[config.mk]
export PLATFORM = sky130hd
export DESIGN_NAME = instruction_fetch_flat
export DESIGN_NICKNAME = d
export VERILOG_FILES = /design/src/rtl/instruction_fetch_pkg.sv /design/src/rtl/instruction_fetch_if.sv /design/src/rtl/instruction_fetch.sv /design/src/flat_wrapper.sv
export SDC_FILE = /design/constraint.sdc
export NUM_CORES = 1
export LEC_CHECK = 0
export ABC_AREA = 1
export CORE_MARGIN = 2
export CORE_UTILIZATION = 50
export CTS_CLUSTER_DIAMETER = 60
export DETAILED_ROUTE_END_ITERATION = 12
export PLACE_DENSITY = 0.89
export SYNTH_ARGS = -nofsm -noshare
export SYNTH_HDL_FRONTEND = slang
export SYNTH_SLANG_ARGS = --single-unit
[constraint.sdc]
create_clock -name clk -period 4.2 [get_ports clk]
set_clock_uncertainty 0.1 [all_clocks]
set_input_delay 0.42 -clock clk [delete_from_list [all_inputs] [get_ports clk]]
set_output_delay 0.42 -clock clk [all_outputs]
set_load 0.02 [all_outputs]
[src/rtl/instruction_fetch_pkg.sv]
// Shared definitions for the instruction fetch unit: stage strobe layout,
// one-hot stage encodings and fetch FSM state encodings.
package instruction_fetch_pkg;

   typedef logic [0:3] stage_t;

   localparam int STAGE_FETCH     = 0;
   localparam int STAGE_DECODE    = 1;
   localparam int STAGE_EXECUTE   = 2;
   localparam int STAGE_WRITEBACK = 3;

   // bit 0 of the ascending vector is the leftmost literal bit
   localparam stage_t STAGE_OH_FETCH     = 4'b1000;
   localparam stage_t STAGE_OH_WRITEBACK = 4'b0001;

   typedef enum logic [1:0] {
      ST_IDLE  = 2'd0,
      ST_FETCH = 2'd1,
      ST_DONE  = 2'd2
   } fetch_state_t;

   function automatic logic stage_multihot(input stage_t s);
      int n;
      n = int'(s[STAGE_FETCH]) + int'(s[STAGE_DECODE])
        + int'(s[STAGE_EXECUTE]) + int'(s[STAGE_WRITEBACK]);
      return n > 1;
   endfunction

endpackage

[src/rtl/instruction_fetch_if.sv]
// Program memory read port: request/address out, acknowledge/data back.
interface instruction_fetch_if #(
   parameter int ADDR_WIDTH = 8,
   parameter int DATA_WIDTH = 8
);
   logic                  mem_rd_req;
   logic [0:ADDR_WIDTH-1] mem_addr;
   logic                  mem_rd_ack;
   logic [0:DATA_WIDTH-1] mem_rd_data;

   modport master (output mem_rd_req, mem_addr, input mem_rd_ack, mem_rd_data);
   modport slave  (input mem_rd_req, mem_addr, output mem_rd_ack, mem_rd_data);
endinterface

[src/rtl/instruction_fetch.sv]
// Fetches one multi-byte instruction per stage cycle and advances the PC on
// the writeback strobe.
//
// state    | meaning
// ---------+------------------------------------------------------------
// ST_IDLE  | waiting for the FETCH strobe
// ST_FETCH | reading bytes, req and stall held high
// ST_DONE  | instr valid, waiting for the WRITEBACK strobe to move the PC
module instruction_fetch
   import instruction_fetch_pkg::*;
#(
   parameter int              ADDR_WIDTH  = 8,
   parameter int              DATA_WIDTH  = 8,
   parameter int              INSTR_BYTES = 4,
   parameter logic [0:ADDR_WIDTH-1] RESET_PC = '0
) (
   input  logic                              clk,
   input  logic                              reset,
   input  logic [0:3]                        is_stage,
   input  logic                              branch_en,
   input  logic [0:ADDR_WIDTH-1]             branch_target,
   instruction_fetch_if.master               mem,
   output logic [0:INSTR_BYTES*DATA_WIDTH-1] instr,
   output logic                              instr_valid,
   output logic [0:ADDR_WIDTH-1]             pc,
   output logic                              stall,
   output logic                              stage_err
);

   localparam int IDX_W = (INSTR_BYTES > 1) ? $clog2(INSTR_BYTES) : 1;
   localparam int INSTR_W = INSTR_BYTES * DATA_WIDTH;

   fetch_state_t              state_q, state_d;
   logic [0:ADDR_WIDTH-1]     pc_q, pc_d;
   logic [IDX_W-1:0]          byte_idx_q, byte_idx_d;
   logic [0:INSTR_W-1]        instr_q, instr_d;
   logic                      instr_valid_q, instr_valid_d;
   logic                      stage_err_q, stage_err_d;
   logic                      fetching;

   always_ff @(posedge clk or posedge reset) begin
      if (reset) begin
         state_q       <= ST_IDLE;
         pc_q          <= RESET_PC;
         byte_idx_q    <= '0;
         instr_q       <= '0;
         instr_valid_q <= 1'b0;
         stage_err_q   <= 1'b0;
      end else begin
         state_q       <= state_d;
         pc_q          <= pc_d;
         byte_idx_q    <= byte_idx_d;
         instr_q       <= instr_d;
         instr_valid_q <= instr_valid_d;
         stage_err_q   <= stage_err_d;
      end
   end

   always_comb begin
      state_d       = state_q;
      pc_d          = pc_q;
      byte_idx_d    = byte_idx_q;
      instr_d       = instr_q;
      instr_valid_d = instr_valid_q;
      stage_err_d   = stage_err_q | stage_multihot(is_stage);

      case (state_q)
         ST_IDLE: begin
            if (is_stage == STAGE_OH_FETCH) begin
               state_d       = ST_FETCH;
               instr_valid_d = 1'b0;
               byte_idx_d    = '0;
            end
         end
         ST_FETCH: begin
            if (mem.mem_rd_ack) begin
               instr_d[int'(byte_idx_q)*DATA_WIDTH +: DATA_WIDTH] = mem.mem_rd_data;
               if (byte_idx_q == IDX_W'(INSTR_BYTES - 1)) begin
                  state_d       = ST_DONE;
                  instr_valid_d = 1'b1;
                  byte_idx_d    = '0;
               end else begin
                  byte_idx_d = byte_idx_q + 1'b1;
               end
            end
         end
         ST_DONE: begin
            // a FETCH strobe here is ignored so the PC can never be skipped
            if (is_stage == STAGE_OH_WRITEBACK) begin
               pc_d    = branch_en ? branch_target : pc_q + ADDR_WIDTH'(INSTR_BYTES);
               state_d = ST_IDLE;
            end
         end
         default: state_d = ST_IDLE;
      endcase
   end

   assign fetching        = (state_q == ST_FETCH);
   assign mem.mem_rd_req  = fetching;
   assign mem.mem_addr    = pc_q + ADDR_WIDTH'(byte_idx_q);
   assign stall           = fetching;
   assign instr           = instr_q;
   assign instr_valid     = instr_valid_q;
   assign pc              = pc_q;
   assign stage_err       = stage_err_q;

endmodule
[src/flat_wrapper.sv]
// flat-port wrapper written by rule: the top's interface ports become plain ports
module instruction_fetch_flat import instruction_fetch_pkg::*;
#(
   parameter int              ADDR_WIDTH  = 8,
   parameter int              DATA_WIDTH  = 8,
   parameter int              INSTR_BYTES = 4,
   parameter logic [0:ADDR_WIDTH-1] RESET_PC = '0
)
  (clk, reset, is_stage, branch_en, branch_target, instr, instr_valid, pc, stall, stage_err, mem_mem_rd_req, mem_mem_addr, mem_mem_rd_ack, mem_mem_rd_data);
  instruction_fetch_if #(.ADDR_WIDTH(ADDR_WIDTH), .DATA_WIDTH(DATA_WIDTH)) mem_i ();
  input  logic clk;
  input  logic reset;
  input  logic [0:3] is_stage;
  input  logic branch_en;
  input  logic [0:ADDR_WIDTH-1] branch_target;
  output logic [0:INSTR_BYTES*DATA_WIDTH-1] instr;
  output logic instr_valid;
  output logic [0:ADDR_WIDTH-1] pc;
  output logic stall;
  output logic stage_err;
  output wire logic [$bits(mem_i.mem_rd_req)-1:0] mem_mem_rd_req;
  output wire logic [$bits(mem_i.mem_addr)-1:0] mem_mem_addr;
  input wire logic [$bits(mem_i.mem_rd_ack)-1:0] mem_mem_rd_ack;
  input wire logic [$bits(mem_i.mem_rd_data)-1:0] mem_mem_rd_data;
  assign mem_mem_rd_req = mem_i.mem_rd_req;
  assign mem_mem_addr = mem_i.mem_addr;
  assign mem_i.mem_rd_ack = mem_mem_rd_ack;
  assign mem_i.mem_rd_data = mem_mem_rd_data;
  instruction_fetch #(.ADDR_WIDTH(ADDR_WIDTH), .DATA_WIDTH(DATA_WIDTH), .INSTR_BYTES(INSTR_BYTES), .RESET_PC(RESET_PC)) u_core (.clk(clk), .reset(reset), .is_stage(is_stage), .branch_en(branch_en), .branch_target(branch_target), .mem(mem_i), .instr(instr), .instr_valid(instr_valid), .pc(pc), .stall(stall), .stage_err(stage_err));
endmodule
Yosys cells after proc, flatten, opt, wreduce, memory -nomap -nowiden
Index checks and enable logic that the tools add are counted.
{"block": "totals", "output_inout_bits": 52, "wordCells": 49, "register_bits": 46, "input_bits": 24}
{"block": "classes", "bitwise": 2, "muxes": 15, "reduce_logical": 7, "addsub": 7, "n_lt_le_gt_ge": 1, "shifts": 2, "eq_ne": 9}
{"cell": "$add A32 B2 Y32", "count": 2}
{"cell": "$neg A32 Y33", "count": 1}
{"cell": "$shift A33 B33 Y32 const A", "count": 1}
{"cell": "$shiftx A33 B33 Y32", "count": 1}
{"cell": "$bwmux W32", "count": 1}
{"cell": "$gt A32 B2 Y1 const B", "count": 1}
{"cell": "$not A5 Y32", "count": 1}
{"cell": "$mux W2", "count": 7}
{"cell": "$add A8 B2 Y8", "count": 1}
{"cell": "$add A8 B3 Y8 const B", "count": 1}
{"cell": "$mux W8", "count": 1}
{"cell": "$ne A2 B1 Y1 const B", "count": 4}
{"cell": "$reduce_and A4 Y1", "count": 2}
{"cell": "$pmux W2 S3", "count": 1}
{"cell": "$eq A2 B2 Y1 const B", "count": 2}
{"cell": "$eq A4 B1 Y1 const B", "count": 1}
{"cell": "$eq A4 B4 Y1 const B", "count": 1}
{"cell": "$pmux W2 S2", "count": 1}
{"cell": "$reduce_and A2 Y1", "count": 2}
{"cell": "$mux W1", "count": 3}
{"cell": "$reduce_and A3 Y1", "count": 1}
{"cell": "$add A1 B1 Y2", "count": 1}
{"cell": "$add A2 B1 Y2 const B", "count": 1}
{"cell": "$eq A2 B1 Y1 const B", "count": 1}
{"cell": "other kinds (4)", "count": 4}

Depth between registers and ports, before layout
{"block": "depth", "word_depth": 5, "depth_mapped": 8, "depth_no_buf": 8}

Least setup slack after synthesis
OpenSTA, ideal clock, no wires.
{"block": "synth_path", "kind": "register to output", "from": "register u_core.byte_idx_q[1]", "to": "output mem_mem_addr[4]", "n_path_buf": 2, "slack_ns": 1.910, "t_arrival_ns": 1.770, "t_required_ns": 3.680, "path_stages_with_launch": 6, "path_cell_list": "dfrtp_1 > buf_2 > inv_2 > buf_2 > fa_1 > o21ai_0"}
{"block": "synth_between", "elab_chain_cells": 1}
{"element": "start: declaration", "line_no": "instruction_fetch.sv:35", "text": "logic [IDX_W-1:0] byte_idx_q, byte_idx_d;"}
{"element": "start signal: assignment", "line_no": "instruction_fetch.sv:52", "text": "byte_idx_q <= byte_idx_d;"}
{"element": "$add A8 B2 Y8", "line_no": "instruction_fetch.sv:100", "text": "assign mem.mem_addr = pc_q + ADDR_WIDTH'(byte_idx_q);"}
{"element": "end: declaration", "line_no": "flat_wrapper.sv:22", "text": "output wire logic [$bits(mem_i.mem_addr)-1:0] mem_mem_addr;"}
No other way between the ends.

Worst setup path after layout
{"block": "layout_path", "from": "register u_core.byte_idx_q[1]", "to": "output mem_mem_addr[6]"}
Same word-level chain as after synthesis.

==> impl_metrics.toml <==
[worst_setup_path]
cp_max_fo = 20
cp.required_ns = 3.68
critPathKind = "flip-flop to output port"
cp-start-kind = "flip-flop"
worstPathArrival_ns = 2.85
endpoint_kind = "output port"

[route]
drc = 0
first_pass_iters = 4
wl_per_cell_um = 14.1
vias_per_cell = 5.19
wl_um = 5930
vias = 2185
ant_nets = 0
drt_iter0_markers = 151

[global_route]
grt_max_degree = 47
grt_pass1_wl_um = 9500
grt_pass1_vias = 2060
antenna_found_initial = 0
grt_usage_pct = 22.4
grt_overflow_total = 0

[floorplan]
die_h_um = 75.0
die-area_sq_mm = 0.00563
num_rows = 25
num_io_pins = 76
die_x_um = 75.0
start_util_pct = 52.7
core_area_sq_mm = 0.00479

[place]
dp_cells = 413
dpl.hpwl_um = 4400
globalplace.congestion = 0.839
portBuffers = 75

[timing]
hold_slack_ns = 0.386
min_period_ns = 3.37
tightest_slew_ns = 0.956
fin_setup_tns_ns = 0
finalSetupViolations = 0
max_freq_ghz = 0.297
maxSlewViolCount = 0
rsz0062_at_grt = "false"
hold_viol_final = 0
period_share_pct = 80.3
relSlewSlack_pct = 36.2

[finish]
drive_gt1_share_pct = 16.9
diodes = 0
stdcell_count = 421
fin_nets = 389
syn_to_final_growth_pct = 33.5
nFillCells = 372

[clocking]
post_cts_buffers = 0
cts_tree = "yes"
clockBufferDepth = 2
cts_resized = 0
insertion_delay_ns = 0.30
cts.sinks = 46
cts_made_buffers = 5
clock-root-buffer = "clkbuf_8"
path_clk_slew_ns = 0.10
cts-htree-levels = 2
postCtsHoldBufs = 0

[worst_hold_path]
worst_hold_path_type = "flip-flop to flip-flop"

[synth]
ys_types = 26
synth_nets = 318
synth_area_per_cell_sq_um = 8.95
ys_ff_latch = 46
postSynthCellCount = 282
synth_area_sq_mm = 0.00252
yosysSeqAreaShare_pct = 45.6
yosysWarnings = 0

[run_status]
run_status = "finished clean"

[run]
cap_viol_max_count = 0

[power_and_ir_drop]
vdd_drop_max_mv = 0.374
p_leak_nw = 1.50
p_per_area_mw_per_mm2 = 650
report_power, final:
part,internal (W),leakage [nW],switching (W)
registers,0.000597,0.596,0.000149
clock network,0.000120,0.0447,0.000163
logic,0.000508,0.863,0.000654
cells in the mapped netlist, drive strengths merged:
library cell / number / area, sq um
a21oi: 3 / 15.0
buf: 9 / 75.1
clkbuf: 2 / 7.51
dfrtp: 46 / 1150
fa: 1 / 20.0
ha: 11 / 138
inv: 28 / 110
nand2: 69 / 307
nand3: 39 / 195
nand4: 1 / 6.26
nor2: 18 / 82.6
nor3: 2 / 10.0
o211ai: 2 / 15.0
o21ai: 46 / 350
or2: 1 / 6.26
xnor2: 1 / 8.76
xor2: 3 / 26.3
flip-flops by register name (all words and copies together), names as in the netlist:
name	flops
u_core.instr_valid	1
u_core.instr	32
u_core.stage_err	1
u_core.byte_idx_q	2
u_core.pc	8
u_core.state_q	2
logic make-up (layout without fill, tap and decap cells):
family	count (synthesis)	count (layout)	share of synthesized area [%]
simple gates	130	130	24.0
xor+xnor	4	4	1.39
compound gates	51	51	15.1
fa+ha+maj	12	12	6.25
flops	46	46	45.6
buf+inv	39	111	7.63
worst paths after layout:
kind	from	depth (start not counted)	end	slack, ns
hold reg to reg	u_core.stage_err$_DFF_PP0_	2	u_core.stage_err$_DFF_PP0_	0.39
min in group asynchronous	reset	2	u_core.instr[31]$_DFFE_PP0P_	0.55
hold / removal	u_core.stage_err$_DFF_PP0_	2	u_core.stage_err$_DFF_PP0_	0.39
setup / recovery	u_core.byte_idx_q[1]$_DFFE_PP0P_	5	mem_mem_addr[6]	0.83
setup reg to reg	u_core.byte_idx_q[0]$_DFFE_PP0P_	5	u_core.instr[0]$_DFFE_PP0P_	2.29
max in group asynchronous	reset	2	u_core.instr[8]$_DFFE_PP0P_	2.86
stage by stage:
stage	area (sq um)	power [W]	setup slack, ns	util [%]
global route	3370	0.00233	0.613	70.4
floorplan	2520	0.00147	1.91	-
finish	3370	0.00219	0.829	70.4
detailed placement	3280	0.00192	1.18	68.4
global placement	3280	0.00188	1.28	68.4
CTS	3370	0.00220	0.835	70.4
worst max-delay path: stages (launching register included):
cell	delay, ns
dfrtp_1	0.72
inv_2	0.29
fa_1	0.55
nor2_1	0.16
xor2_1	0.18
clkdlybuf4s50_1	0.65
metal layers:
metal / GRT usage, % / up-vias / wire length [um]
met5: 0 / - / 0
met4: 7.14 / 0 / 98
met3: 4.28 / 10 / 263
met2: 37.6 / 62 / 3080
met1: 29.4 / 1052 / 2490
li1: - / 1061 / -
cells in the final DEF (no fill, tap or decap), types with 2 or more instances in the layout:
cell type        instances
nor3_1                   2
nor2_1                  16
clkbuf_8                 5
nand2_4                  4
o211ai_1                 2
nor2_4                   2
o21ai_2                 32
xor2_1                   3
nand2_1                 58
a21oi_1                  3
o21ai_1                  2
nand3_1                 39
inv_6                    2
dfrtp_1                 46
ha_1                    11
nand2_2                  7
clkdlybuf4s50_1         75
inv_1                   22
o21ai_0                 12
inv_2                    5
area by class of cell:
class,instances,area (sq um),share of cell area (%)
multi-input combinational,197,1180,35.0
sequential,46,1150,34.2
timing repair buffer,75,751,22.3
inverter,28,110,3.27
tap,67,83.8,2.49
clock buffer,5,68.8,2.04
clock inverter,3,25.0,0.743
Power figures use the tool's default switching activity.
